`config.mk`:
```
export PLATFORM = sky130hd
export DESIGN_NAME = control_unit
export DESIGN_NICKNAME = d
export VERILOG_FILES = /design/src/rtl/control_unit.sv
export SDC_FILE = /design/constraint.sdc
export NUM_CORES = 1
export LEC_CHECK = 0
export ABC_AREA = 1
export CORE_AREA = 3 3 68 45
export CTS_CLUSTER_SIZE = 25
export DETAILED_ROUTE_END_ITERATION = 6
export DIE_AREA = 0 0 71 48
export GPL_ROUTABILITY_DRIVEN = 0
export GPL_TIMING_DRIVEN = 0
export PLACE_DENSITY = 0.75
export SKIP_CTS_REPAIR_TIMING = 1
export SLEW_MARGIN = 40
export SYNTH_ARGS = -nofsm -noshare
export SYNTH_HDL_FRONTEND = slang
export SYNTH_SLANG_ARGS = --single-unit
```
`constraint.sdc`:
```
create_clock -name clock -period 2 [get_ports clock]
set_clock_uncertainty 0.2 [all_clocks]
set_input_delay 0.3 -clock clock [delete_from_list [all_inputs] [get_ports clock]]
set_output_delay 0.3 -clock clock [all_outputs]
set_load 0.05 [all_outputs]
```
`src/rtl/control_unit.sv`:
```
// Instruction decoder and run/halt sequencer for the 16-bit load/store core.
// Decode is purely combinational; only run state, latched ALU flags and EXEC history are stored.
//
// state    | meaning
// ST_HALT  | stopped: no writes, PC held via pcl=1 with im=-1
// ST_RUN   | executing one instruction per clock
module control_unit (
   input  logic        clock,
   input  logic        RESET,
   input  logic        EXEC,
   input  logic [15:0] command,
   input  logic [3:0]  SZVC,
   output logic        rs,
   output logic [15:0] im,
   output logic        ar,
   output logic        br,
   output logic [3:0]  s_alu,
   output logic        in,
   output logic [2:0]  wAdr,
   output logic        adr,
   output logic        w,
   output logic        pcl
);

   typedef enum logic {
      ST_HALT = 1'b0,
      ST_RUN  = 1'b1
   } state_t;

   state_t      state_q, state_d;
   logic [3:0]  flags_q;
   logic        exec_q;

   logic [1:0]  fmt;
   logic [3:0]  op3;
   logic [2:0]  op2;
   logic [2:0]  cond;
   logic [15:0] sext8;
   logic [15:0] zext4;

   logic        flag_s, flag_z, flag_v;
   logic        unused_carry;
   logic        taken;
   logic        is_hlt;
   logic        flag_en;
   logic        exec_rise;
   logic        running;

   logic [15:0] dec_im;
   logic        dec_w;
   logic        dec_adr;
   logic        dec_pcl;

   assign fmt   = command[15:14];
   assign op3   = command[7:4];
   assign op2   = command[13:11];
   assign cond  = command[10:8];
   assign sext8 = {{8{command[7]}}, command[7:0]};
   assign zext4 = {12'h000, command[3:0]};

   assign flag_s       = flags_q[3];
   assign flag_z       = flags_q[2];
   assign flag_v       = flags_q[1];
   assign unused_carry = flags_q[0];

   assign running   = (state_q == ST_RUN);
   assign exec_rise = EXEC & ~exec_q;
   assign is_hlt    = (fmt == 2'b11) && (op3 == 4'hF);
   assign flag_en   = running && (fmt == 2'b11) && (op3 <= 4'd11);

   always_comb begin
      taken = 1'b0;
      case (cond)
         3'b000:  taken = flag_z;
         3'b001:  taken = flag_s ^ flag_v;
         3'b010:  taken = flag_z | (flag_s ^ flag_v);
         3'b011:  taken = ~flag_z;
         default: taken = 1'b0;
      endcase
   end

   always_comb begin
      s_alu   = 4'b0000;
      rs      = 1'b0;
      ar      = 1'b0;
      br      = 1'b0;
      in      = 1'b0;
      wAdr    = command[10:8];
      dec_im  = 16'h0000;
      dec_w   = 1'b0;
      dec_adr = 1'b0;
      dec_pcl = 1'b0;
      case (fmt)
         2'b11: begin
            if (op3 <= 4'd6) begin
               s_alu = op3;
               ar    = 1'b1;
               dec_w = (op3 != 4'd5);
            end else if (op3[3:2] == 2'b10) begin
               s_alu  = op3;
               ar     = 1'b1;
               br     = 1'b1;
               dec_im = zext4;
               dec_w  = 1'b1;
            end else begin
               case (op3)
                  4'hC: begin
                     s_alu = 4'b0110;
                     in    = 1'b1;
                     dec_w = 1'b1;
                  end
                  4'hD: begin
                     s_alu   = 4'b0110;
                     in      = 1'b1;
                     dec_adr = 1'b1;
                  end
                  default: ;
               endcase
            end
         end
         2'b00: begin
            ar     = 1'b1;
            br     = 1'b1;
            rs     = 1'b1;
            dec_im = sext8;
            dec_w  = 1'b1;
            wAdr   = command[13:11];
         end
         2'b01: begin
            ar      = 1'b1;
            br      = 1'b1;
            dec_im  = sext8;
            dec_adr = 1'b1;
         end
         default: begin
            case (op2)
               3'b000: begin
                  s_alu  = 4'b0110;
                  br     = 1'b1;
                  dec_im = sext8;
                  dec_w  = 1'b1;
               end
               3'b100: begin
                  br      = 1'b1;
                  dec_im  = sext8;
                  dec_pcl = 1'b1;
               end
               3'b111: begin
                  br      = 1'b1;
                  dec_im  = sext8;
                  dec_pcl = taken;
               end
               default: ;
            endcase
         end
      endcase
   end

   // Halted: PC+1+(-1) keeps the PC parked on the current instruction.
   always_comb begin
      if (running) begin
         im  = dec_im;
         w   = dec_w;
         adr = dec_adr;
         pcl = dec_pcl;
      end else begin
         im  = 16'hFFFF;
         w   = 1'b0;
         adr = 1'b0;
         pcl = 1'b1;
      end
   end

   always_comb begin
      state_d = state_q;
      case (state_q)
         ST_HALT: if (exec_rise) state_d = ST_RUN;
         ST_RUN:  if (exec_rise || is_hlt) state_d = ST_HALT;
         default: state_d = ST_HALT;
      endcase
   end

   always_ff @(posedge clock or posedge RESET) begin
      if (RESET) begin
         state_q <= ST_HALT;
         flags_q <= 4'b0000;
         exec_q  <= 1'b0;
      end else begin
         state_q <= state_d;
         exec_q  <= EXEC;
         if (flag_en) flags_q <= SZVC;
      end
   end

endmodule

```
==> summary.txt <==
Routing
  – Vias: between 800 and 900
  – Routed Antenna Nets: 0
  – Vias per cell: about 4.4
  – Total Wirelength: between 2000 and 2500 um
  – Total iterations of the first detailed-routing run: 4
  – Drc violations: 0
  – Starting DRT DRC Count: 45
  – Routed wire per std cell: 12.0 um

Setup path
  – CP Data Arrival Time: 1.44 ns
  – Worst r2r dst: running
  – FF-to-FF setup slack: roughly 0.85 ns
  – Critical Path Fanout Max: 5
  – Reg2Reg Depth: 2
  – Worst setup SP type: input pin
  – Reg2reg start: running
  – Worst path required time: 1.50 ns
  – CP endpoint kind: primary output
  – Worst setup path class: in -> out

Logic synthesis
  – Synth area leaders: dfrtp_1, nand2_1, inv_1, buf_4, nor2_1
  – Synthesized area per cell: 5.62 um2
  – Cell with the most instances after synthesis: nand2_1
  – Yosys top cell area share: 0.206
  – Multiplexer share of the synthesized area: 0.0371
  – Async S/R FF share, synth: 1.00
  – Synth Area in Simple Gates: 0.423
  – Post-synth top area cell: dfrtp_1
  – Syn Inst Count: about 110
  – Syn Std Cell Area: between 600 and 700 um2
  – Commonest cells post-synth: nand2_1, inv_1, nor2_1
  – Synth cell types: 17
  – Combinational family with the most area after synthesis: simple AND/OR/NAND/NOR gates
  – Xor-xnor portion of the synthesized cell area: 0
  – Syn nets: approximately 130
  – Register area share after synthesis: 0.206
  – Top_reg_cell synth: dfrtp_1
  – Post-synth EDFFs: 0
  – Warnings from Yosys: 0
  – Synth Area in Compound Gates: 0.115
  – Post-Synth Adder-Cell Area: 0
  – Post-synthesis register bit count: 5

Power and ir drop
  – Combinational power share: 0.679
  – Switching power: around 530 uW
  – Cell-internal power: a little under 500 uW
  – Leakage: a little under 0.8 nW
  – Clock power frac: 0.182
  – PD cells: ~800 mW/mm2
  – Sw Share: 0.514
  – Sequential power share: 0.138
  – VDD IR max: ~0.39 mV

Clocking
  – CTS HTree Levels: 1
  – TritonCTS Buffers: 3
  – CTS tree: built
  – Worst skew pair latency: 0.22 ns
  – Clock sink count: 5
  – Root Driver: clkbuf_8
  – Clock tree buffer depth: 2
  – Clock transition at path regs: 0.04 ns

Global routing
  – Total gr overflow: 0
  – Number of global-route vias before repair: 784
  – First-pass GRT wire length: ~3300 um
  – GRT Overall Usage: 0.125
  – Initial antenna violation count: 0
  – Largest net degree at the start of global routing: 11

Final layout
  – Layout cell share with drive strength beyond 1: 0.348
  – Area Overhead vs Synth: 110%
  – Nets: roughly 190
  – Fin area: 0.00127 mm2
  – Fillers: between 200 and 250
  – N_diodes: 0
  – Core Util, Final: 0.519
  – Multi-input gate area: around 430 um2
  – Storage cell area: 125 um2

Die
  – Std cell rows: 14
  – Core box area: 0.00245 mm2
  – Initial core utilization: 0.247
  – Die ar.: between 0.003 and 0.004 mm2
  – Die width: roughly 70 um
  – Die Height: about 48 um
  – # IOs: 53

Place
  – DP Wirelength: roughly 1900 um
  – Buffers added on ports: 51
  – Placed cell area: about 0.0012 mm2

Timing
  – Fmax: 516 MHz
  – # setup viols final: 0
  – Final Hold Viols: 0
  – Final Max Slew Viols: 0
  – Fin Setup TNS: 0 ns
  – Tmin final: a little under 2 ns
  – Worst-margin pin slew: between 0.5 and 0.6 ns
  – Slew margin rel.: 0.658
  – Crit share post-route: 0.970

Flow run
  – Maxcap violations: 0

Outcome
  – Run status: finished clean

Min path
  – Hold WC Path Type: in -> async
==> cell type report <==
class | count | area share
clock buffer | 4 | 0.0354
sequential | 5 | 0.0982
inverter | 18 | 0.0540
multi-input combinational | 77 | 0.339
buffer | 9 | 0.0511
timing repair buffer | 51 | 0.391
tap | 32 | 0.0314
==> layout by cell type (no fill, tap or decap) <==
cell / n
nand2_4: 1
a21oi_1: 3
clkbuf_8: 3
mux2_2: 2
inv_2: 2
clkbuf_4: 2
o31ai_1: 1
clkbuf_1: 1
o21ai_0: 5
nor3_1: 1
or2_4: 1
buf_4: 15
clkinv_2: 1
inv_1: 15
o21ai_1: 1
nand3_1: 6
nand3_2: 3
a211oi_2: 1
buf_6: 8
a21oi_2: 1
nor3_2: 1
dfrtp_1: 5
nor2_1: 12
dlymetal6s2s_1: 16
clkdlybuf4s50_1: 10
nor3_4: 1
nand2_1: 31
o21ai_4: 2
nor2_4: 1
clkbuf_2: 9
nand2_2: 3
==> metrics by stage <==
stage / setup WS, ns / power, mW / std cells / hold slack (ns)
6_report: 0.0602 / 1.02 / 196 / 0.0798
5_1_grt: -0.00610 / 1.08 / 196 / 0.0977
4_1_cts: -1.08 / 1.02 / 195 / 0.0907
3_5_place_dp: -1.08 / 0.829 / 191 / 0.325
3_3_place_gp: -1.01 / 0.815 / 191 / 0.311
2_1_floorplan: -0.338 / 0.595 / 108 / -0.121
==> registers in the layout (all words and copies together) (netlist names) <==
| register | flops |
|---|---|
| flags_q | 3 |
| running | 1 |
| exec_q | 1 |
==> worst max-delay path, stage by stage <==
cell and delay [ns]:
dlymetal6s2s_1 0.16, or2_4 0.28, nand3_2 0.09, nand2_4 0.09, o21ai_4 0.22, buf_4 0.15, buf_6 0.15
==> cell families (layout without fill, tap and decap cells) <==
| kind of cell | after synthesis | count (layout) |
|---|---|---|
| compound gates | 13 | 14 |
| simple gates | 61 | 61 |
| flops | 5 | 5 |
| mux | 2 | 2 |
| buf+inv | 27 | 82 |
==> worst max-delay path by stage <==
stage	startpoint	to	slack, ns	cells past startpoint
floorplan	command[11]	im[4]	-0.34	4
CTS	command[11]	im[8]	-1.08	7
global placement	command[11]	im[13]	-1.01	7
finish	command[11]	im[8]	0.06	7
global route	running	im[6]	-0.006	3
detailed placement	command[11]	im[8]	-1.08	7
==> metal layers <==
layer,global-route usage,vias to the layer above,wire (um)
met1,0.144,370,978
met4,0.0449,0,12
met5,0,-,0
met3,0.0398,4,171
li1,-,444,-
met2,0.227,42,1190
==> power by group through the flow <==
| stage | Sequential, mW | Clock (mW) | Combinational, mW |
|---|---|---|---|
| floorplan | 0.138 | 0 | 0.457 |
| global placement | 0.139 | 0 | 0.676 |
| detailed placement | 0.143 | 0 | 0.687 |
| CTS | 0.141 | 0.191 | 0.688 |
| global route | 0.145 | 0.201 | 0.736 |
| finish | 0.141 | 0.186 | 0.695 |
Note: power is estimated with default switching activity, not from simulation.
